File: src/rtl/bbot_quad_pkg.sv
// Shared types, defaults and the quadrature step decoder for bbot_quad_decoder.
package bbot_quad_pkg;

  localparam int DEF_WIDTH      = 32;
  localparam int DEF_FILTER_LEN = 4;
  localparam int DEF_ERR_CNT_W  = 8;

  typedef enum logic [1:0] {
    STEP_NONE    = 2'd0,
    STEP_UP      = 2'd1,
    STEP_DOWN    = 2'd2,
    STEP_ILLEGAL = 2'd3
  } step_e;

  // Next AB code in the up direction: 00 -> 10 -> 11 -> 01 -> 00 (AB = {A,B}).
  function automatic logic [1:0] quad_up_next(input logic [1:0] ab);
    logic [1:0] nxt;
    case (ab)
      2'b00:   nxt = 2'b10;
      2'b10:   nxt = 2'b11;
      2'b11:   nxt = 2'b01;
      default: nxt = 2'b00;
    endcase
    return nxt;
  endfunction

  // Classify the transition between two successive filtered AB samples.
  function automatic step_e quad_decode(input logic [1:0] prev_ab,
                                        input logic [1:0] cur_ab);
    step_e st;
    if (prev_ab == cur_ab)
      st = STEP_NONE;
    else if ((prev_ab ^ cur_ab) == 2'b11)
      st = STEP_ILLEGAL;
    else if (quad_up_next(prev_ab) == cur_ab)
      st = STEP_UP;
    else
      st = STEP_DOWN;
    return st;
  endfunction

endpackage

File: src/rtl/bbot_quad_filter.sv
// Two-flop synchronizer followed by a run-length debounce filter for one
// encoder pin. Reset preloads every stage with the live pin value.
module bbot_quad_filter
  import bbot_quad_pkg::*;
#(
  parameter int FILTER_LEN = DEF_FILTER_LEN
) (
  input  logic clock,
  input  logic reset,
  input  logic i_raw,
  output logic o_filt
);

  localparam int RUN_W = (FILTER_LEN > 1) ? $clog2(FILTER_LEN) : 1;
  localparam logic [RUN_W-1:0] RUN_LAST = RUN_W'(FILTER_LEN - 1);

  logic             r_sync_p0;
  logic             r_sync_p1;
  logic             r_filt;
  logic [RUN_W-1:0] r_run;

  // Synchronize the pin, then accept it only after FILTER_LEN consecutive
  // disagreeing cycles; any agreeing cycle restarts the run.
  always_ff @(posedge clock) begin
    if (reset) begin
      r_sync_p0 <= i_raw;
      r_sync_p1 <= i_raw;
      r_filt    <= i_raw;
      r_run     <= '0;
    end else begin
      r_sync_p0 <= i_raw;
      r_sync_p1 <= r_sync_p0;
      if (r_sync_p1 != r_filt) begin
        if (r_run == RUN_LAST) begin
          r_filt <= r_sync_p1;
          r_run  <= '0;
        end else begin
          r_run <= r_run + 1'b1;
        end
      end else begin
        r_run <= '0;
      end
    end
  end

  assign o_filt = r_filt;

endmodule

File: src/rtl/bbot_quad_decoder.sv
// Quadrature encoder decoder: filtered A/B phases drive an up/down position
// counter with preload, sticky illegal-transition flag and saturating error
// counter. Define QUAD_INDEX_EN to add the index input and its capture logic.
module bbot_quad_decoder
  import bbot_quad_pkg::*;
#(
  parameter int WIDTH      = DEF_WIDTH,
  parameter int FILTER_LEN = DEF_FILTER_LEN,
  parameter int ERR_CNT_W  = DEF_ERR_CNT_W
) (
  input  logic                 clock,
  input  logic                 reset,
  input  logic                 A,
  input  logic                 B,
  input  logic                 enable,
  input  logic                 load,
  input  logic [WIDTH-1:0]     load_value,
  input  logic                 err_clr,
`ifdef QUAD_INDEX_EN
  input  logic                 I,
  output logic [WIDTH-1:0]     index_count,
  output logic                 index_valid,
`endif
  output logic [WIDTH-1:0]     count,
  output logic                 direction,
  output logic                 error,
  output logic [ERR_CNT_W-1:0] err_count
);

  localparam logic [WIDTH-1:0] COUNT_RST = {1'b1, {(WIDTH-1){1'b0}}};

  logic                 w_filt_a;
  logic                 w_filt_b;
  logic [1:0]           w_cur_ab;
  step_e                w_step;
  logic                 w_illegal;
  logic [WIDTH-1:0]     w_count_nxt;
  logic                 w_dir_nxt;

  logic [1:0]           r_prev_ab;
  logic [WIDTH-1:0]     r_count;
  logic                 r_dir;
  logic                 r_err;
  logic [ERR_CNT_W-1:0] r_err_cnt;

  bbot_quad_filter #(.FILTER_LEN(FILTER_LEN)) u_filt_a (
    .clock  (clock),
    .reset  (reset),
    .i_raw  (A),
    .o_filt (w_filt_a)
  );

  bbot_quad_filter #(.FILTER_LEN(FILTER_LEN)) u_filt_b (
    .clock  (clock),
    .reset  (reset),
    .i_raw  (B),
    .o_filt (w_filt_b)
  );

  assign w_cur_ab  = {w_filt_a, w_filt_b};
  assign w_step    = quad_decode(r_prev_ab, w_cur_ab);
  assign w_illegal = (w_step == STEP_ILLEGAL);

  // Next count/direction: load wins and swallows any coincident step.
  always_comb begin
    w_count_nxt = r_count;
    w_dir_nxt   = r_dir;
    if (load) begin
      w_count_nxt = load_value;
    end else if (enable) begin
      if (w_step == STEP_UP) begin
        w_count_nxt = r_count + 1'b1;
        w_dir_nxt   = 1'b1;
      end else if (w_step == STEP_DOWN) begin
        w_count_nxt = r_count - 1'b1;
        w_dir_nxt   = 1'b0;
      end
    end
  end

  // Position, direction and error state; previous AB tracks every cycle so
  // steps taken while disabled are absorbed rather than replayed later.
  always_ff @(posedge clock) begin
    if (reset) begin
      r_prev_ab <= {A, B};
      r_count   <= COUNT_RST;
      r_dir     <= 1'b0;
      r_err     <= 1'b0;
      r_err_cnt <= '0;
    end else begin
      r_prev_ab <= w_cur_ab;
      r_count   <= w_count_nxt;
      r_dir     <= w_dir_nxt;
      if (w_illegal)
        r_err <= 1'b1;
      else if (err_clr)
        r_err <= 1'b0;
      if (w_illegal && (r_err_cnt != '1))
        r_err_cnt <= r_err_cnt + 1'b1;
    end
  end

  assign count     = r_count;
  assign direction = r_dir;
  assign error     = r_err;
  assign err_count = r_err_cnt;

`ifdef QUAD_INDEX_EN
  logic             w_filt_i;
  logic             r_i_prev;
  logic [WIDTH-1:0] r_idx_cnt;
  logic             r_idx_vld;

  bbot_quad_filter #(.FILTER_LEN(FILTER_LEN)) u_filt_i (
    .clock  (clock),
    .reset  (reset),
    .i_raw  (I),
    .o_filt (w_filt_i)
  );

  // Capture the count being written on each filtered index rising edge.
  always_ff @(posedge clock) begin
    if (reset) begin
      r_i_prev  <= I;
      r_idx_cnt <= '0;
      r_idx_vld <= 1'b0;
    end else begin
      r_i_prev  <= w_filt_i;
      r_idx_vld <= w_filt_i & ~r_i_prev;
      if (w_filt_i & ~r_i_prev)
        r_idx_cnt <= w_count_nxt;
    end
  end

  assign index_count = r_idx_cnt;
  assign index_valid = r_idx_vld;
`endif

endmodule

File: config.mk
export PLATFORM = sky130hd
export DESIGN_NAME = bbot_quad_decoder
export DESIGN_NICKNAME = d
export VERILOG_FILES = /design/src/rtl/bbot_quad_pkg.sv /design/src/rtl/bbot_quad_filter.sv /design/src/rtl/bbot_quad_decoder.sv
export SDC_FILE = /design/constraint.sdc
export NUM_CORES = 1
export LEC_CHECK = 0
export ABC_AREA = 1
export CAP_MARGIN = 30
export CORE_UTILIZATION = 50
export CTS_BUF_LIST = sky130_fd_sc_hd__clkbuf_4
export CTS_CLUSTER_SIZE = 28
export DETAILED_ROUTE_END_ITERATION = 8
export PLACE_DENSITY = 0.83
export SLEW_MARGIN = 20
export SYNTH_ARGS = -nofsm -noshare
export SYNTH_HDL_FRONTEND = slang
export SYNTH_SLANG_ARGS = --single-unit
File: constraint.sdc
create_clock -name clock -period 3.4 [get_ports clock]
set_input_delay 0.85 -clock clock [delete_from_list [all_inputs] [get_ports clock]]
set_output_delay 0.85 -clock clock [all_outputs]
set_load 0.05 [all_outputs]
### After elaboration in Yosys (flattened, before gate mapping)

Index checks and enable logic that the tools add are counted.

* register bits: 54
* latch bits: 0
* memory bits (writable): 0
* bits in read-only memories: 0
* output and inout bits: 42
* memories: 0

* $add $sub $neg: 5
* multipliers: 0
* divide/modulo/power cells: 0
* $lt $le $gt $ge: 0
* equal/unequal tests: 13
* shift-type cells: 0
* mux-type cells: 23
* bitwise gates (word level): 4
* reductions and logical operators: 16

Operator list (count)
* $mux 32: 4
* $add 32x1->32 const B: 1
* $sub 32x1->32 const B: 1
* $eq 2x2->1 const B: 7
* $reduce_bool 2->1: 7
* $mux 1: 12
* $mux 2: 6
* $add 8x1->8 const B: 1
* $ne 8x8->1 const B: 1
* $pmux 2 s3: 1
* $reduce_and 2->1: 3
* $reduce_or 3->1: 2
* $add 2x1->2 const B: 2
* $eq 2x2->1: 2
* $not 1->1: 3
* $reduce_and 3->1: 1
* $reduce_bool 3->1: 1
* $eq 2x1->1 const B: 1
* $logic_not 2->1: 1
* $ne 1x1->1: 2
* $xor 2x2->2: 1
* $logic_and 1x1->1: 1

### Depth between registers and ports, before layout

Gate-level depths: netlist (run 1).

* depth after elaboration: 13
* depth in mapped cells: 19
* mapped depth without buffers: 19

### Modules after synthesis

A second synthesis (run 1) with hierarchy kept.

* cell total of the unflattened synthesis: 762
* area total of the unflattened synthesis: 4689.5 um^2

Modules (own cells, without submodules)
* bbot_quad_decoder: instances 1, cells an instance 718, area an instance 4281.6 um^2, seq. area each 880.8 um^2
* bbot_quad_filter: instances 2, cells an instance 22, area an instance 203.9 um^2, seq. area each 110.1 um^2

### Worst setup path after synthesis (run 1)

OpenSTA, ideal clock, no wires.

* kind: flip-flop to flip-flop
* start: reg u_filt_a.r_filt (netlist: u_filt_a.o_filt)
* end: reg r_count[15] (netlist: count[15])
* library setup time: 0.132 ns
* arrival time: 3.071 ns
* required time: 3.268 ns
* setup slack: 0.197 ns
* stages on the path, launching flop included: 17
* cells stage by stage: edfxtp_1 > xnor2_1 > nor2_4 > inv_1 > nand2_1 > ha_1 > inv_1 > ha_1 > nand3_1 > nand3_1 > nand2_1 > nand3_1 > nand2_1 > nand2_1 > or2_2 > nand3_1 > a21oi_1

* word-level cells in the longest chain between the ends: 8
* elaborated cells on any way between the ends: 14
* those cells by class: eq/ne (5); mux (6); bitwise (1); reduce/logical (2)

RTL lines
* from (decl): RTL line bbot_quad_filter.sv:19 `logic r_filt;`
* from (signal assigned): RTL line bbot_quad_filter.sv:28 `r_filt <= i_raw;`
* from (signal assigned): RTL line bbot_quad_filter.sv:35 `r_filt <= r_sync_p1;`
* $eq 2x2->1 / $xor 2x2->2 (equally long branches): RTL line bbot_quad_pkg.sv:35, bbot_quad_pkg.sv:33
* $mux 2 / $eq 2x2->1 (equally long branches): RTL line bbot_quad_pkg.sv:35, bbot_quad_pkg.sv:33
* $mux 2: RTL line bbot_quad_pkg.sv:33 `else if ((prev_ab ^ cur_ab) == 2'b11)`
* $mux 2 (*): RTL line bbot_quad_pkg.sv:31 `if (prev_ab == cur_ab)`
* $eq 2x1->1: RTL line bbot_quad_decoder.sv:71 `if (w_step == STEP_UP) begin`
* $mux 32: RTL line bbot_quad_decoder.sv:71
* $mux 32: RTL line bbot_quad_decoder.sv:70 `end else if (enable) begin`
* $mux 32: RTL line bbot_quad_decoder.sv:68 `if (load) begin`
* to (signal assigned): RTL line bbot_quad_decoder.sv:92 `r_count <= w_count_nxt;`
* to (decl): RTL line bbot_quad_decoder.sv:41 `logic [WIDTH-1:0] r_count;`

Mark *: on every way between the ends. The rest lies on a longest branch, timed or not. The select of a mux whose other input is x is not followed.
A chain may end at the register's enable or synchronous reset.

### Final worst setup path (run 1)

* start: reg u_filt_b.r_filt (netlist: u_filt_b.o_filt)
* end: reg r_count[15] (netlist: count[15])

* word-level cells in the longest chain between the ends: 8
* elaborated cells on any way between the ends: 14
* those cells by class: eq/ne (5); mux (6); bitwise (1); reduce/logical (2)

RTL lines (RTL line)
* from (decl): bbot_quad_filter.sv:19
* from (signal assigned): bbot_quad_filter.sv:28
* from (signal assigned): bbot_quad_filter.sv:35
* $eq 2x2->1 / $xor 2x2->2 (equally long branches): bbot_quad_pkg.sv:35, bbot_quad_pkg.sv:33
* $mux 2 / $eq 2x2->1 (equally long branches): bbot_quad_pkg.sv:35, bbot_quad_pkg.sv:33
* $mux 2: bbot_quad_pkg.sv:33
* $mux 2 (*): bbot_quad_pkg.sv:31
* $eq 2x1->1: bbot_quad_decoder.sv:71
* $mux 32: bbot_quad_decoder.sv:71
* $mux 32: bbot_quad_decoder.sv:70
* $mux 32: bbot_quad_decoder.sv:68

Marks and branches as above.

==> impl_metrics.toml, run 1 <==
[logic_synthesis]
yosys.area.top_type = "dfxtp_1"
synthDistinctLibCells = 37
ys_seq_area_share_pct = 24.2
syn_nets = 837
synth_area_leaders = "dfxtp_1 (23%), nand2_1 (23%), inv_1 (11%), ha_1 (9.9%), a21oi_1 (5.7%)"
yosysTopAreaCellShare_pct = 22.9
netlist_instances = 761
avgSynthCellArea_sq_um = 5.97
ys_ff_latch = 54
syn-cell-area_sq_um = 4550
yosys_warnings = 0

[timing]
rsz0062_at_grt = "false"
max_freq_ghz = 0.317
drv_slew = 0
finalSetupViolations = 0
period_share_pct = 92.7
min_period_ns = 3.15
whs_ns = 0.433
hold_violations = 0
worst_pin_slew_ns = 0.519
setup_tns_ns = 0
timing.slew.headroom_pct = 65.3
finClkSkew_ns = 0.00829
layout_setup_ws_ns = 0.249

[placement]
io_buffer_count = 80
dpl-instance-area_sq_um = 5480
dp_hpwl_microns = 10200
gp_congestion = 0.959
dp_cells = 942
dp_slack_ns = 0.108

[setup_path]
cp-start-kind = "register"
arrival_ns = 3.44
crit_type = "register to register"
cpMaxStageDelayCell = "edfxtp_1"
max_stage_delay_ns = 0.53
worstPathRequired_ns = 3.69
cp_cell_sequence = "xnor2_2, nor2_4, inv_1, nand2_1, ha_2, inv_1, buf_6, ha_1, nand2_1, nand3_1, nand2_1, nand3_1, nand2_1, nand2_1, or2_2, nand3_1, a21oi_1"
critPathMaxFanout = 19
critical_path.top_delay_family = "simple AND/OR/NAND/NOR gates"
cp_num_buf_inv = 3
worst_setup_path_end_kind = "register"
crit_top_cell = "nand2_1"

[flow_run]
drv_cap = 0

[clock_network]
numCtsBuffers = 5
worstSkewPairLatency_ns = 0.39
htreeDepth = 2
clkTransAtPathRegs_ns = 0.17
cts.sinks = 54
cts_tree = "done"
hold_buffers = 0
cts-root-buf = "clkbuf_4"
cts_buffer_depth = 2

[power_and_ir_drop]
leakagePower_nw = 2.90
ir_drop_mv = 0.262
power_density_nw_per_um2 = 561

[cells_and_area]
diodes = 0
fin_nets = 919
final_area_sq_um = 5570
fin_cells = 952
drive_above_1_share_pct = 3.79
synthToLayoutAreaGrowth_pct = 22.6
final.fill_count = 879

[grt]
grt_max_degree = 36
grt_pass1_wl_microns = 21500
track_usage_pct = 27.5
antenna_found_initial = 0
grt_overflow = 0
grt_pass1_vias = 4745

[floorplanning]
std_cell_rows = 34
fp.dieArea_sq_um = 9480
coreArea_sq_um = 8760
initial_utilization_pct = 51.9
fp.dieH_microns = 97.3
die_w_microns = 97.3
ios = 81

[detailed_routing]
postRouteAntennaNets = 0
avgViaCountPerCell = 5.15
dr.pass1.iters = 5
avgRoutedWirePerCell_microns = 13.4
vias = 4901
remaining_drc_errors = 0
wirelength_microns = 12700
drt_iter0_markers = 243

[hold_path]
hold_path_class = "register to register"

[run_status]
run_status = "completed"
-- where the power goes --
group,switching (mW),internal [mW]
Combinational,1.37,0.684
Clock,0.233,0.0856
Sequential,0.0569,0.702
Total,1.66,1.47
-- path summary, 6_finish.rpt --
path / endpoint / depth (start not counted) / startpoint / slack (ns)
min reg2reg: u_filt_a.r_run[0] / 1 / u_filt_a.r_run[0] / 0.43
max reg2reg: count[15] / 17 / u_filt_b.o_filt / 0.25
min: u_filt_a.r_run[0] / 1 / u_filt_a.r_run[0] / 0.43
max: count[15] / 17 / u_filt_b.o_filt / 0.25
-- stage by stage --
stage	total power, mW	util (%)
floorplan	2.25	-
global placement	2.76	62.5
detailed placement	2.79	62.5
CTS	3.12	63.2
global route	3.42	63.6
finish	3.13	63.6
-- synthesized netlist by cell type --
master,n
nand4_1,2
nor2_4,2
o221ai_1,1
nand3_1,48
clkinv_1,1
a211oi_1,2
fa_1,1
a22oi_1,22
edfxtp_1,2
inv_4,1
o21ai_4,1
inv_1,135
a21oi_2,1
o311ai_0,1
o21ai_1,2
o21ai_0,13
a221oi_1,1
nand2_1,274
buf_2,4
nand3b_1,5
o21bai_1,3
a21oi_1,52
nor2_1,57
nand4_4,1
xor2_1,8
or2_2,2
nand3_2,1
a21o_1,2
clkbuf_1,10
dfxtp_1,52
ha_1,36
and2_1,1
xnor2_1,5
a31oi_1,7
nor2_2,2
nor3_1,2
o21ba_2,1
-- cell type report --
type	instances	area, sq um	area share (%)
tap	108	135	2.42
multi-input combinational	556	2890	51.8
clock inverter	3	22.5	0.404
clock buffer	5	37.5	0.674
timing repair buffer	89	872	15.6
sequential	54	1100	19.8
inverter	137	517	9.27
-- worst reg2reg max path: stages (launching register included) --
cell,delay [ns]
edfxtp_1,0.53
xnor2_2,0.21
nor2_4,0.13
inv_1,0.07
nand2_1,0.09
ha_2,0.22
inv_1,0.07
buf_6,0.17
ha_1,0.38
nand2_1,0.13
nand3_1,0.16
nand2_1,0.10
nand3_1,0.15
nand2_1,0.10
nand2_1,0.12
or2_2,0.29
nand3_1,0.07
a21oi_1,0.06
-- flip-flops by register name (all words and copies together) (netlist names), 2 cells and up --
signal and flops:
r_prev_ab 2, err_count 8, u_filt_a.r_run 2, count 32, u_filt_b.r_run 2
-- cells by family after synthesis --
logic type                 synth area share [%]
AOI/OAI and AO/OA                          14.5
adders and majority gates                  10.3
xor gates and xnor gates                   2.50
and+or+nand+nor                            35.8
buffers and inverters                      12.6
DFF                                        24.2
-- cell usage in the layout (no fill, tap or decap), types with 5 or more instances in the layout --
cell type,netlist,final
clkdlybuf4s50_1,0,80
xor2_1,8,8
o21ai_0,13,13
buf_4,0,8
clkbuf_4,0,5
a22oi_1,22,22
a31oi_1,7,7
ha_1,36,35
nand3b_1,5,5
inv_1,135,135
dfxtp_1,52,52
a21oi_1,52,52
nand3_1,48,48
nand2_1,274,274
nor2_1,57,57
-- what timing repair did --
item | in CTS | in global routing
gates resized for setup | 0 | 4
buffers inserted | 0 | 2
endpoints found under the setup margin | 0 | 21
-- routing by layer --
metal	share of wire, %	global-route usage, %	vias up
li1	-	-	2561
met1	46	35.0	2161
met2	47	47.9	154
met3	5.3	3.74	25
met4	2.4	8.94	0
met5	0	0	-
Power figures use the tool's default switching activity.
==> run 2, diff against run 1 <==
--- a/config.mk
+++ b/config.mk
@@ -7,11 +7,10 @@
 export LEC_CHECK = 0
 export ABC_AREA = 1
 export CAP_MARGIN = 30
-export CORE_UTILIZATION = 50
+export CORE_UTILIZATION = 55
 export CTS_BUF_LIST = sky130_fd_sc_hd__clkbuf_4
-export CTS_CLUSTER_SIZE = 28
 export DETAILED_ROUTE_END_ITERATION = 8
-export PLACE_DENSITY = 0.83
+export PLACE_DENSITY = 0.87
 export SLEW_MARGIN = 20
 export SYNTH_ARGS = -nofsm -noshare
 export SYNTH_HDL_FRONTEND = slang
==> constraint.sdc (replaced) <==
create_clock -name clock -period 4.1 [get_ports clock]
set_input_delay 1.025 -clock clock [delete_from_list [all_inputs] [get_ports clock]]
set_output_delay 1.025 -clock clock [all_outputs]
set_load 0.05 [all_outputs]
==> run 2 against run 1 <==
Effect of this change: non-clock buffer count shrank 4; via count rose by 2.1%; worst setup slack better by 0.11 ns; cell count is 0.95% lower; sequential power decreased by 17%; clock-buffer cell count did not move; power fell by 17%; global-route usage rose by 3.3 points; largest cell class unchanged.
==> impl_metrics.toml, run 2 (synthesized netlist as in run 1, its figures left out) <==
[run_status]
run_status = "completed"

[cells_and_area]
largest_reg_flops = 32
drive_above_1_share_pct = 2.98
final_area_sq_um = 5520
final_cell_mix = "nand2_1 (274), inv_1 (135), clkdlybuf4s50_1 (80)"
fin_nets = 915
fin_util_pct = 70.3
synthToLayoutAreaGrowth_pct = 21.4
final_common_cell = "nand2_1"
final.fill_count = 706

[setup_path]
cpMaxStageDelayCell = "inv_1"
critPathMaxFanout = 20
cp_cell_sequence = "xnor2_1, nor2_4, inv_1, nand2_1, ha_1, inv_1, buf_4, ha_1, nand2_1, inv_1, nand2_1, nand2_1, inv_1, nand2_1, a21oi_1, nand2_1, nand2_1, nand3_1, a21oi_1"
crit_top_cell = "nand2_1"
reg2reg_depth = 19
cp_num_buf_inv = 5
max_stage_delay_ns = 0.54
critical_path.top_delay_family = "buffers and inverters"
worst_r2r_endpoint = "count[26]"
cp-start-kind = "register"
worst_setup_path_end_kind = "register"
r2r_slack_ns = 0.36
worstReg2RegStart = "u_filt_a.o_filt"
arrival_ns = 4.06
worstPathRequired_ns = 4.42
crit_type = "register to register"

[floorplanning]
fp.dieArea_sq_um = 8630
initial_utilization_pct = 57.9
coreArea_sq_um = 7850
ios = 81
std_cell_rows = 32
fp.dieH_microns = 92.9
die_w_microns = 92.9

[grt]
grt_pass1_wl_microns = 21300
grt_max_degree = 36
grt_overflow = 0
antenna_found_initial = 1
grt_pass1_vias = 4687
track_usage_pct = 30.8

[clock_network]
clkTransAtPathRegs_ns = 0.18
cts-root-buf = "clkbuf_4"
worstSkewPairLatency_ns = 0.40
cts_tree = "done"
cts.sinks = 54
cts_buffer_depth = 2
htreeDepth = 2
hold_buffers = 0
cts.repair.resized = 0
numCtsBuffers = 5
cts_setup_buffers = 0

[detailed_routing]
vias = 5006
avgViaCountPerCell = 5.31
wirelength_microns = 12900
postRouteAntennaNets = 0
drt_iter0_markers = 335
remaining_drc_errors = 0
dr.pass1.iters = 7
avgRoutedWirePerCell_microns = 13.7

[hold_path]
min-delay-start = "u_filt_a.r_run[0]"
min_to = "u_filt_a.r_run[0]"
hold_path_depth = 1
hold_path_class = "register to register"

[timing]
rsz0062_at_grt = "false"
max_freq_ghz = 0.268
drv_slew = 0
timing.slew.headroom_pct = 52.7
min_period_ns = 3.74
period_share_pct = 91.2
finalSetupViolations = 0
finClkSkew_ns = 0.0244
setup_tns_ns = 0
worst_pin_slew_ns = 0.708
hold_violations = 0

[power_and_ir_drop]
ir_drop_mv = 0.209
power_density_nw_per_um2 = 472
leakagePower_nw = 2.86

[placement]
dp_hpwl_microns = 10200
io_buffer_count = 80
gp_congestion = 0.976
dpl-instance-area_sq_um = 5450

[flow_run]
drv_cap = 0
[run 2: cell count changes in the layout (fill, tap and decap cells not counted), sizes merged]
cell	previous run	this run
buf	9	5
clkinvlp	0	1
diode	0	1
inv	138	137
[run 2: per-layer routing]
| metal | vias up | track usage, % | part of all wire (%) |
|---|---|---|---|
| li1 | 2566 | - | - |
| met1 | 2235 | 38.9 | 44 |
| met2 | 184 | 54.7 | 48 |
| met3 | 21 | 3.20 | 6.0 |
| met4 | 0 | 9.74 | 2.2 |
| met5 | - | 0 | 0 |
[run 2: how the worst max path moves through the flow]
| stage | slack, ns | cells after the start | start | end |
|---|---|---|---|---|
| floorplan | 0.90 | 16 | u_filt_a.o_filt | count[15] |
| global placement | 0.60 | 18 | u_filt_a.o_filt | count[26] |
| detailed placement | 0.48 | 19 | u_filt_a.o_filt | count[26] |
| CTS | 0.42 | 19 | u_filt_a.o_filt | count[26] |
| global route | 0.01 | 19 | u_filt_a.o_filt | count[26] |
| finish | 0.36 | 19 | u_filt_a.o_filt | count[26] |
[run 2: cell type report]
class	count	area, sq um	area share [%]
clock inverter	3	25.0	0.453
multi-input combinational	556	2870	52.0
tap	102	128	2.31
sequential	54	1100	20.0
inverter	137	517	9.36
clock buffer	5	37.5	0.680
timing repair buffer	85	838	15.2
antenna	1	2.50	0.0453
[run 2: report_power, final]
| part | total [mW] | switching, mW | internal [mW] |
|---|---|---|---|
| Clock | 0.268 | 0.197 | 0.0706 |
| Combinational | 1.71 | 1.15 | 0.558 |
| Sequential | 0.630 | 0.0479 | 0.582 |
[run 2: per-stage QoR]
stage               hold slack [ns]  setup slack, ns  instances  total power [mW]
detailed placement            0.415            0.478        934              2.31
global route                  0.465           0.0130        943              2.83
CTS                           0.438            0.416        942              2.59
global placement              0.398            0.596        934              2.27
floorplan                     0.396            0.897        761              1.86
finish                        0.434            0.363        943              2.61
